==> src/rtl/rtc_seq_pkg.sv <==
// Shared types for the RTC sequencer: FSM states, bus op codes and the channel-width helper.
package rtc_seq_pkg;

  typedef enum logic [2:0] {
    ST_IDLE     = 3'd0,
    ST_READ     = 3'd1,
    ST_CHECK    = 3'd2,
    ST_INIT     = 3'd3,
    ST_TRESTART = 3'd4,
    ST_EDIT     = 3'd5,
    ST_SAVE     = 3'd6
  } state_t;

  localparam logic [1:0] OP_READ     = 2'd0;
  localparam logic [1:0] OP_INIT     = 2'd1;
  localparam logic [1:0] OP_WRITE    = 2'd2;
  localparam logic [1:0] OP_TRESTART = 2'd3;

  // Channel index width, never narrower than one bit.
  function automatic int chw(input int n);
    if (n <= 2) begin
      return 1;
    end else begin
      return $clog2(n);
    end
  endfunction

endpackage

==> src/rtl/rtc_seq_tick.sv <==
// Free-running poll divider: tick is high for one cycle out of every POLL_DIV.
module rtc_seq_tick
  import rtc_seq_pkg::*;
#(
  parameter int POLL_DIV = 1024
) (
  input  logic clock,
  input  logic reset,
  output logic tick
);

  localparam int PW = (POLL_DIV > 1) ? $clog2(POLL_DIV) : 1;
  localparam logic [PW-1:0] LAST = PW'(POLL_DIV - 1);

  logic [PW-1:0] r_cnt;

  // Modulo counter; wraps on its own so pending ticks never shift the phase.
  always_ff @(posedge clock) begin
    if (!reset) begin
      r_cnt <= '0;
    end else if (r_cnt == LAST) begin
      r_cnt <= '0;
    end else begin
      r_cnt <= r_cnt + PW'(1);
    end
  end

  assign tick = (r_cnt == LAST);

endmodule

==> src/rtl/rtc_sequencer.sv <==
// RTC access sequencer: periodic reads, re-init on config/timer change, channel edit sessions.
// Optional bus-ack watchdog built when RTC_SEQ_TIMEOUT_EN is defined.
module rtc_sequencer
  import rtc_seq_pkg::*;
#(
  parameter int NCH      = 3,
  parameter int POLL_DIV = 1024,
  parameter int CFG_W    = 2,
  parameter int TIMEOUT  = 255
) (
  input  logic                  clock,
  input  logic                  reset,
  input  logic [NCH-1:0]        prog_req,
  input  logic [CFG_W-1:0]      cfg_vec,
  input  logic                  timer_done,
  input  logic                  timer_run,
  input  logic                  bus_ack,
  output logic                  bus_req,
  output logic [1:0]            bus_op,
  output logic [chw(NCH)-1:0]   bus_ch,
  output logic [NCH-1:0]        edit_en,
  output logic                  lock,
  output logic                  read_valid,
  output logic                  busy,
  output logic                  err
);

  localparam int CHW = chw(NCH);

  state_t           r_state, w_state_nxt;
  logic             r_bus_req, w_bus_req_nxt;
  logic [1:0]       r_bus_op, w_bus_op_nxt;
  logic [CHW-1:0]   r_bus_ch, w_bus_ch_nxt;
  logic [NCH-1:0]   r_edit_en, w_edit_en_nxt;
  logic             r_lock, w_lock_nxt;
  logic             r_read_valid, w_read_valid_nxt;
  logic             r_busy, w_busy_nxt;
  logic             r_pend, w_pend_nxt;
  logic [CFG_W-1:0] r_cfg_q, w_cfg_q_nxt;
  logic             r_td_ref, w_td_ref_nxt;
  logic [CHW-1:0]   r_ch_q, w_ch_q_nxt;
  logic             w_tick, w_ack, w_timeout, w_prog_any, w_bus_state;
  logic [NCH-1:0]   w_low_oh;
  logic [CHW-1:0]   w_low_ch;

  rtc_seq_tick #(.POLL_DIV(POLL_DIV)) u_tick (
    .clock (clock),
    .reset (reset),
    .tick  (w_tick)
  );

  assign w_ack      = r_bus_req & bus_ack;
  assign w_prog_any = |prog_req;

  // Lowest requesting channel as one-hot and as index.
  always_comb begin
    w_low_oh = prog_req & (~prog_req + NCH'(1));
    w_low_ch = '0;
    for (int i = 0; i < NCH; i++) begin
      w_low_ch = w_low_ch | (CHW'(i) & {CHW{w_low_oh[i]}});
    end
  end

  // Next-state and next-output decode.
  always_comb begin
    w_state_nxt      = r_state;
    w_edit_en_nxt    = r_edit_en;
    w_lock_nxt       = r_lock;
    w_cfg_q_nxt      = r_cfg_q;
    w_td_ref_nxt     = r_td_ref;
    w_ch_q_nxt       = r_ch_q;
    w_read_valid_nxt = 1'b0;
    w_pend_nxt       = (r_state == ST_IDLE) ? 1'b0 : (r_pend | w_tick);
    if (w_timeout) begin
      w_state_nxt   = ST_IDLE;
      w_edit_en_nxt = '0;
      w_lock_nxt    = 1'b0;
    end else begin
      case (r_state)
        ST_IDLE: begin
          if (w_tick || r_pend) w_state_nxt = ST_READ;
          else                  w_state_nxt = ST_IDLE;
        end
        ST_READ: begin
          if (w_ack) begin
            w_state_nxt      = ST_CHECK;
            w_read_valid_nxt = 1'b1;
          end else begin
            w_state_nxt = ST_READ;
          end
        end
        ST_CHECK: begin
          w_td_ref_nxt = timer_done;
          if ((cfg_vec != r_cfg_q) || (timer_done && !r_td_ref)) begin
            w_cfg_q_nxt = cfg_vec;
            w_state_nxt = ST_INIT;
          end else if (w_prog_any && !r_lock) begin
            w_lock_nxt  = 1'b1;
            w_state_nxt = ST_INIT;
          end else if (timer_done && !timer_run) begin
            w_state_nxt = ST_TRESTART;
          end else if (r_lock && w_prog_any) begin
            w_ch_q_nxt    = w_low_ch;
            w_edit_en_nxt = w_low_oh;
            w_state_nxt   = ST_EDIT;
          end else begin
            // Also closes a session whose requests vanished before EDIT.
            w_lock_nxt  = 1'b0;
            w_state_nxt = ST_IDLE;
          end
        end
        ST_INIT, ST_TRESTART: begin
          if (w_ack) w_state_nxt = ST_READ;
          else       w_state_nxt = r_state;
        end
        ST_EDIT: begin
          if (!prog_req[r_ch_q]) w_state_nxt = ST_SAVE;
          else                   w_state_nxt = ST_EDIT;
        end
        ST_SAVE: begin
          if (w_ack) begin
            w_edit_en_nxt = '0;
            w_lock_nxt    = 1'b0;
            w_state_nxt   = ST_READ;
          end else begin
            w_state_nxt = ST_SAVE;
          end
        end
        default: w_state_nxt = ST_IDLE;
      endcase
    end

    case (w_state_nxt)
      ST_READ:     begin w_bus_state = 1'b1; w_bus_op_nxt = OP_READ;     end
      ST_INIT:     begin w_bus_state = 1'b1; w_bus_op_nxt = OP_INIT;     end
      ST_TRESTART: begin w_bus_state = 1'b1; w_bus_op_nxt = OP_TRESTART; end
      ST_SAVE:     begin w_bus_state = 1'b1; w_bus_op_nxt = OP_WRITE;    end
      default:     begin w_bus_state = 1'b0; w_bus_op_nxt = OP_READ;     end
    endcase
    // An acked request always drops for one cycle, even when the next state is a bus state.
    w_bus_req_nxt = w_bus_state & ~w_ack;
    w_bus_ch_nxt  = (w_state_nxt == ST_SAVE) ? w_ch_q_nxt : '0;
    w_busy_nxt    = (w_state_nxt != ST_IDLE);
  end

  // State and registered outputs.
  always_ff @(posedge clock) begin
    if (!reset) begin
      r_state      <= ST_IDLE;
      r_bus_req    <= 1'b0;
      r_bus_op     <= 2'd0;
      r_bus_ch     <= '0;
      r_edit_en    <= '0;
      r_lock       <= 1'b0;
      r_read_valid <= 1'b0;
      r_busy       <= 1'b0;
      r_pend       <= 1'b0;
      r_cfg_q      <= '0;
      r_td_ref     <= 1'b0;
      r_ch_q       <= '0;
    end else begin
      r_state      <= w_state_nxt;
      r_bus_req    <= w_bus_req_nxt;
      r_bus_op     <= w_bus_op_nxt;
      r_bus_ch     <= w_bus_ch_nxt;
      r_edit_en    <= w_edit_en_nxt;
      r_lock       <= w_lock_nxt;
      r_read_valid <= w_read_valid_nxt;
      r_busy       <= w_busy_nxt;
      r_pend       <= w_pend_nxt;
      r_cfg_q      <= w_cfg_q_nxt;
      r_td_ref     <= w_td_ref_nxt;
      r_ch_q       <= w_ch_q_nxt;
    end
  end

`ifdef RTC_SEQ_TIMEOUT_EN
  localparam int TOW = (TIMEOUT > 1) ? $clog2(TIMEOUT + 1) : 1;

  logic [TOW-1:0] r_to_cnt;
  logic           r_err;

  assign w_timeout = r_bus_req & ~bus_ack & (r_to_cnt == TOW'(TIMEOUT - 1));

  // Watchdog on the outstanding request; err is sticky until reset.
  always_ff @(posedge clock) begin
    if (!reset) begin
      r_to_cnt <= '0;
      r_err    <= 1'b0;
    end else begin
      if (r_bus_req && !w_ack && !w_timeout) r_to_cnt <= r_to_cnt + TOW'(1);
      else                                    r_to_cnt <= '0;
      if (w_timeout) r_err <= 1'b1;
      else           r_err <= r_err;
    end
  end

  assign err = r_err;
`else
  localparam int unused_timeout = TIMEOUT;
  assign w_timeout = 1'b0;
  assign err       = 1'b0;
`endif

  assign bus_req    = r_bus_req;
  assign bus_op     = r_bus_op;
  assign bus_ch     = r_bus_ch;
  assign edit_en    = r_edit_en;
  assign lock       = r_lock;
  assign read_valid = r_read_valid;
  assign busy       = r_busy;

endmodule

==> config.mk <==
export PLATFORM = sky130hd
export DESIGN_NAME = rtc_sequencer
export DESIGN_NICKNAME = d
export VERILOG_FILES = /design/src/rtl/rtc_seq_pkg.sv /design/src/rtl/rtc_seq_tick.sv /design/src/rtl/rtc_sequencer.sv
export SDC_FILE = /design/constraint.sdc
export NUM_CORES = 1
export LEC_CHECK = 0
export ABC_AREA = 1
export BUFFER_PORTS_ARGS = -buffer_cell sky130_fd_sc_hd__buf_2
export CORE_ASPECT_RATIO = 1.75
export CORE_MARGIN = 4
export CORE_UTILIZATION = 55
export CTS_CLUSTER_DIAMETER = 80
export DETAILED_ROUTE_END_ITERATION = 8
export GPL_TIMING_DRIVEN = 0
export PLACE_DENSITY = 0.75
export SYNTH_ARGS = -nofsm -noshare
export SYNTH_HDL_FRONTEND = slang
export SYNTH_SLANG_ARGS = --single-unit
export TNS_END_PERCENT = 20
==> constraint.sdc <==
create_clock -name clock -period 1.57 [get_ports clock]
set_input_delay 0.0785 -clock clock [delete_from_list [all_inputs] [get_ports clock]]
set_output_delay 0.0785 -clock clock [all_outputs]
set_load 0.05 [all_outputs]
==> key figures, run 1 <==
Worst hold path
  • Hold path cells: 3
  • HP Start: cfg_vec[1]
  • Hold/Removal Path Class: input port to flip-flop
  • WHS Endpoint: r_cfg_q[1]

Setup path
  • Worst-path fanout max: 5
  • CP dominant cell by count: nand2_1
  • Crit Reg-Reg Endpoint: bus_op[0]
  • Crit-path slowest cell: dfxtp_2
  • Worst R2R Start: u_tick.r_cnt[0]
  • CP startpoint kind: flip-flop
  • Slowest stage delay, CP: between 0.3 and 0.4 ns
  • Critical Path RT: between 1.5 and 2 ns
  • Crit. End Element: flip-flop
  • R2R cell count: 10
  • CP arrival: approximately 1.7 ns
  • Critical path cell sequence: ha_1, nand2_2, nor2_4, nand3b_1, nand2_1, nand2_1, nand3_4, nor2_2, nand2_1, a21oi_1
  • Crit path kind: flip-flop to flip-flop
  • Flop2flop setup slack: roughly 0.098 ns

Timing
  • Setup Skew: 0.00328 ns
  • Slew Viols, Final: 0
  • Setup violators final: 0
  • Slew @ Worst Pin: approximately 0.51 ns
  • RSZ-0062 raised after global routing: yes
  • Post-layout minimum cycle time: about 1.5 ns
  • Slew headroom: between 60% and 70%
  • Fin crit share: around 94%
  • Timing-limited maximum frequency: just under 700 MHz
  • Post-route setup TNS: 0 ns
  • Fin. Hold Viols: 0

Clock tree
  • Reg clk slew, reported paths: around 0.06 ns
  • Worst-Skew Late Latency: approximately 0.28 ns
  • Inserted Clock Buffers: 5
  • Max clock buf depth: 2
  • CTS HTree Levels: 2
  • CTS sink count: 30
  • CTS tree: done
  • CTS Hold Bufs: 0
  • CTS Root Cell: clkbuf_8

Drt
  • DR vias/cell: ~5.3
  • Final ANT Viol Nets: 0
  • Vias: approximately 1400
  • DRT Pass-1 Iters: 4
  • Routed len/inst: approximately 12 um
  • WL final: 3160 um
  • DRC: 0
  • Drt initial violations: 20

Power and ir drop
  • Power Density: approximately 830 nW/um^2
  • Leak pwr: between 0.7 and 0.8 nW
  • Peak supply drop: 668 uV

Global route
  • All-Layer GR Usage: between 10% and 20%
  • Grt ovf: 0
  • First-pass GRT wire length: 5270 um
  • Number of global-route vias before repair: 1341
  • Largest net degree at the start of global routing: 11
  • Initial antenna violation count: 0

Die
  • Die Wd: around 48 um
  • Boundary pin count: 22
  • Die height: ~78 um
  • Core Area: around 2700 sq um
  • Starting Density: 56.8%
  • Full die area: 3720 sq um
  • Row cnt: 25

Yosys
  • Largest area contributor in the netlist: dfxtp_1
  • Mean Syn Cell Area: approximately 7.4 sq um
  • Number of synthesized flops with an enable pin: 0
  • Post-synth top flop: dfxtp_1
  • Syn Inst Count: between 200 and 250
  • Synth cell count leaders: nand2_1, dfxtp_1, inv_1
  • Register area share after synthesis: about two fifths
  • Post-synth cell types: 35
  • Most common cell in the netlist: nand2_1
  • Syn_nets: roughly 220
  • YS warnings: 0
  • FF+latch count, synth: 30
  • Synth area leaders: dfxtp_1, nand2_1, inv_1, nor2_1, a21oi_1
  • Synth top area share: 39.3%
  • Post-Synthesis Cell Area: ~1500 sq um
  • Synth async-reset ratio: 0%

Cells and area
  • Final non-filler cell total: ~260
  • Fill cell count: between 200 and 300
  • Utilization after layout: approximately 67%
  • Layout cells sized above 1: between 20% and 30%
  • Final Net Count: between 200 and 250
  • Synthesis-to-finish area growth: 17.4%
  • Ant diodes: 0

Placement
  • Hpwl dp: about 2400 um
  • Placed cells: 252
  • Port buffer count: 19
  • Placer Congestion: just under 0.9

Flow run
  • Maxcap violations: 0

Outcome
  • Status: finished, final reports clean
kinds of logic after synthesis:
logic type / count (synthesis) / synth area share [%]
adders and majority gates: 1 / 0.819
buffers and inverters: 38 / 10.7
xor gates and xnor gates: 3 / 1.72
other: 1 / 0.245
DFF: 30 / 39.3
and+or+nand+nor: 109 / 38.6
AOI/OAI and AO/OA: 24 / 8.60
cells in the final DEF, fill, tap and decap left out, types with 6 or more instances in the layout:
cell      instances
a21oi_1          12
buf_2            19
clkbuf_8          7
dfxtp_1          26
inv_1            29
nand2_1          39
nand3_1          10
nand4_1           7
nor2_1           21
nor3_1            6
worst max-delay path, delay by kind of cell, from the launching register on:
| family | cells | cell delay, ns |
|---|---|---|
| and+or+nand+nor | 8 | 0.74 |
| DFF | 1 | 0.33 |
| AOI/OAI and AO/OA | 1 | 0.12 |
| adders and majority gates | 1 | 0.21 |
repair_timing:
| item | in CTS | in global routing |
|---|---|---|
| setup buffers | 0 | 1 |
| endpoints found under the setup margin | 0 | 11 |
| gates resized for setup | 0 | 12 |
worst max path at each step:
stage	end	slack, ns	from	depth (start not counted)
2_1_floorplan	bus_op[0]	-0.03	bus_req	8
3_3_place_gp	bus_req	0.05	u_tick.r_cnt[0]	9
3_5_place_dp	bus_req	0.02	r_state[2]	9
4_1_cts	bus_req	0.009	r_state[2]	9
5_1_grt	bus_op[0]	-0.02	u_tick.r_cnt[0]	10
6_report	bus_op[0]	0.1	u_tick.r_cnt[0]	10
final cells by class:
cell class / count / area (sq um) / share of cell area (%)
multi-input combinational: 138 / 793 / 44.2
sequential: 30 / 606 / 33.8
inverter: 34 / 128 / 7.11
timing repair buffer: 20 / 103 / 5.72
clock buffer: 6 / 82.6 / 4.60
buffer: 4 / 36.3 / 2.02
tap: 27 / 33.8 / 1.88
clock inverter: 2 / 12.5 / 0.697
per-stage QoR:
stage	setup slack (ns)	hold WS, ns	total power [mW]	area [sq um]
after detailed placement	0.0191	0.352	0.866	1660
after floorplan	-0.0278	0.229	0.841	1530
after global routing	-0.0215	0.0803	1.56	1790
final	0.0982	0.0543	1.49	1790
after CTS	0.00905	0.0540	1.51	1750
after global placement	0.0463	0.339	0.865	1660
where the power goes:
part	switching, mW	internal [mW]	leakage, nW
registers	0.00407	0.768	0.244
logic	0.0532	0.0272	0.504
clock network	0.287	0.351	0.0472
total	0.344	1.15	0.795
flip-flops by register name (all words and copies together) (netlist names):
signal and cells:
bus_ch 2, bus_op 2, bus_req 1, busy 1, edit_en 3, lock 1
r_cfg_q 2, r_ch_q 2, r_pend 1, r_state 3, r_td_ref 1, read_valid 1
u_tick.r_cnt 10
metal layers:
layer	part of all wire, %	GRT usage (%)
met3	2.8	5.10
met2	60	35.9
met5	0	0
met4	2.2	12.1
met1	35	16.5
Power figures use the tool's default switching activity.
==> run 2: changes to the inputs <==
--- a/config.mk
+++ b/config.mk
@@ -10,8 +10,10 @@
 export CORE_ASPECT_RATIO = 1.75
 export CORE_MARGIN = 4
 export CORE_UTILIZATION = 55
+export CTS_BUF_LIST = sky130_fd_sc_hd__clkbuf_16
 export CTS_CLUSTER_DIAMETER = 80
 export DETAILED_ROUTE_END_ITERATION = 8
+export GPL_ROUTABILITY_DRIVEN = 0
 export GPL_TIMING_DRIVEN = 0
 export PLACE_DENSITY = 0.75
 export SYNTH_ARGS = -nofsm -noshare
==> run 2 against run 1 <==
Worst setup slack got worse by 0.0049 ns; flip-flop and latch count stayed put; critical path type unchanged; critical endpoint unchanged; sequential power about the same; hold slack better by 0.0086 ns; via count is 1.2% higher; clock power rose by 41%; die area stayed put; fmax fell by 0.33%.
==> key figures, run 2 (synthesis gave the netlist of run 1 again) <==
Cells and area
  • Final non-filler cell total: between 200 and 300
  • Final Net Count: approximately 240
  • Synthesis-to-finish area growth: 20.5%
  • Top reg by flops: u_tick.r_cnt
  • Utilization after layout: between 60% and 70%
  • Most common cell after layout, fill and taps aside: nand2_1
  • Ant diodes: 0
  • Most frequent cells in the layout: nand2_1, inv_1, dfxtp_1
  • Post-route cell area: between 1500 and 2000 sq um
  • Layout cells sized above 1: a little over a quarter
  • Largest register FFs: 10

Timing
  • Post-route setup TNS: 0 ns
  • Setup Skew: 0.00584 ns
  • Post-layout minimum cycle time: roughly 1.5 ns
  • Slew @ Worst Pin: between 0.5 and 0.6 ns
  • Setup violators final: 0
  • Slew headroom: 63.4%
  • Post-route setup slack: between 0.09 and 0.1 ns
  • Slew Viols, Final: 0
  • Timing-limited maximum frequency: approximately 680 MHz
  • WHS: roughly 0.063 ns
  • Fin crit share: 94.1%
  • Fin. Hold Viols: 0

Die
  • Boundary pin count: 22
  • Core Area: 2690 sq um
  • Row cnt: 25
  • Die Wd: between 40 and 50 um
  • Starting Density: 56.8%
  • Die height: just under 80 um
  • Full die area: 3720 sq um

Setup path
  • CP startpoint kind: flip-flop
  • Crit path kind: flip-flop to flip-flop
  • Worst-path fanout max: 5
  • Crit. End Element: flip-flop
  • CP arrival: between 1.5 and 2 ns
  • Critical Path RT: ~1.8 ns

Clock tree
  • Max clock buf depth: 2
  • CTS tree: done
  • Worst-Skew Late Latency: 0.27 ns
  • CTS HTree Levels: 2
  • CTS sink count: 30
  • Inserted Clock Buffers: 5
  • CTS Root Cell: clkbuf_16
  • Reg clk slew, reported paths: roughly 0.05 ns

Global route
  • All-Layer GR Usage: slightly below 20%
  • Routing usage on met1: approximately 17%
  • Largest net degree at the start of global routing: 11
  • Grt ovf: 0
  • Met2 Use GR: a little over a third
  • Initial antenna violation count: 0
  • Number of global-route vias before repair: 1339
  • GRT busiest layer: met2
  • First-pass GRT wire length: 5300 um
  • GR Layer Usage met3: ~5.1%

Drt
  • DRC: 0
  • DRT Pass-1 Iters: 7
  • Vias: 1390
  • Final ANT Viol Nets: 0
  • Drt initial violations: 29
  • WL final: between 3000 and 4000 um
  • DR vias/cell: around 5.3
  • Routed len/inst: 12.3 um

Worst hold path
  • Hold/Removal Path Class: input port to flip-flop

Placement
  • Placed cells: ~250
  • Hpwl dp: 2390 um
  • Pre-CTS setup slack: between 0.015 and 0.02 ns
  • Port buffer count: 19
  • DP Area: 1660 sq um

Outcome
  • Status: finished, final reports clean

Power and ir drop
  • Power Total: 1.76 mW
  • Leak pwr: approximately 0.82 nW
  • Power Density: roughly 950 nW/um^2
  • Peak supply drop: between 800 and 900 uV

Flow run
  • Maxcap violations: 0
run 2: cell count changes in the layout (fill, tap and decap cells not counted):
cell,previous run,this run
clkbuf_16,0,5
clkbuf_8,7,1
clkinv_1,0,1
run 2: metal layers:
metal | routed length [um] | share of wire, % | up-vias
met3 | 72 | 2.2 | 7
met5 | 0 | 0 | -
met4 | 70 | 2.2 | 0
met2 | 1920 | 59 | 17
met1 | 1160 | 36 | 652
li1 | - | - | 714
run 2: layout make-up:
| cell class | count | area [sq um] |
|---|---|---|
| multi-input cells | 138 | 793 |
| well taps | 27 | 33.8 |
| clock inverters | 3 | 16.3 |
| repair buffers | 20 | 103 |
| clock buffers | 5 | 125 |
| fillers | 251 | 850 |
| inverters | 34 | 128 |
| flip-flops and latches | 30 | 606 |
| plain buffers | 4 | 36.3 |
run 2: what timing repair did:
action,4_1_cts,5_1_grt
setup buffers,0,1
resized for setup,1,11
hold buffers,0,0
endpoints found under the setup margin,2,10
pin swaps,0,5
run 2: final timing paths:
path	startpoint	end	slack, ns	cells after the start
worst max-delay path	u_tick.r_cnt[0]	bus_op[0]	0.09	10
worst min register to register	u_tick.r_cnt[0]	u_tick.r_cnt[0]	0.42	1
worst max register to register	u_tick.r_cnt[0]	bus_op[0]	0.09	10
worst min-delay path	cfg_vec[1]	r_cfg_q[1]	0.06	3
run 2: where the power goes:
group          internal, mW  leakage [nW]  total, mW  switching, mW
Sequential            0.769         0.244      0.773        0.00415
Clock                 0.576        0.0672      0.903          0.326
Combinational        0.0271         0.504     0.0804         0.0533
Total                  1.37         0.815       1.76          0.384
run 2: worst max-delay path, cell delays in order, from the launching register on:
cell	delay, ns
dfxtp_2	0.32
ha_1	0.21
nand2_2	0.11
nor2_4	0.05
nand3b_1	0.10
nand2_1	0.08
nand2_1	0.11
nand3_4	0.11
nor2_2	0.12
nand2_1	0.06
a21oi_1	0.12
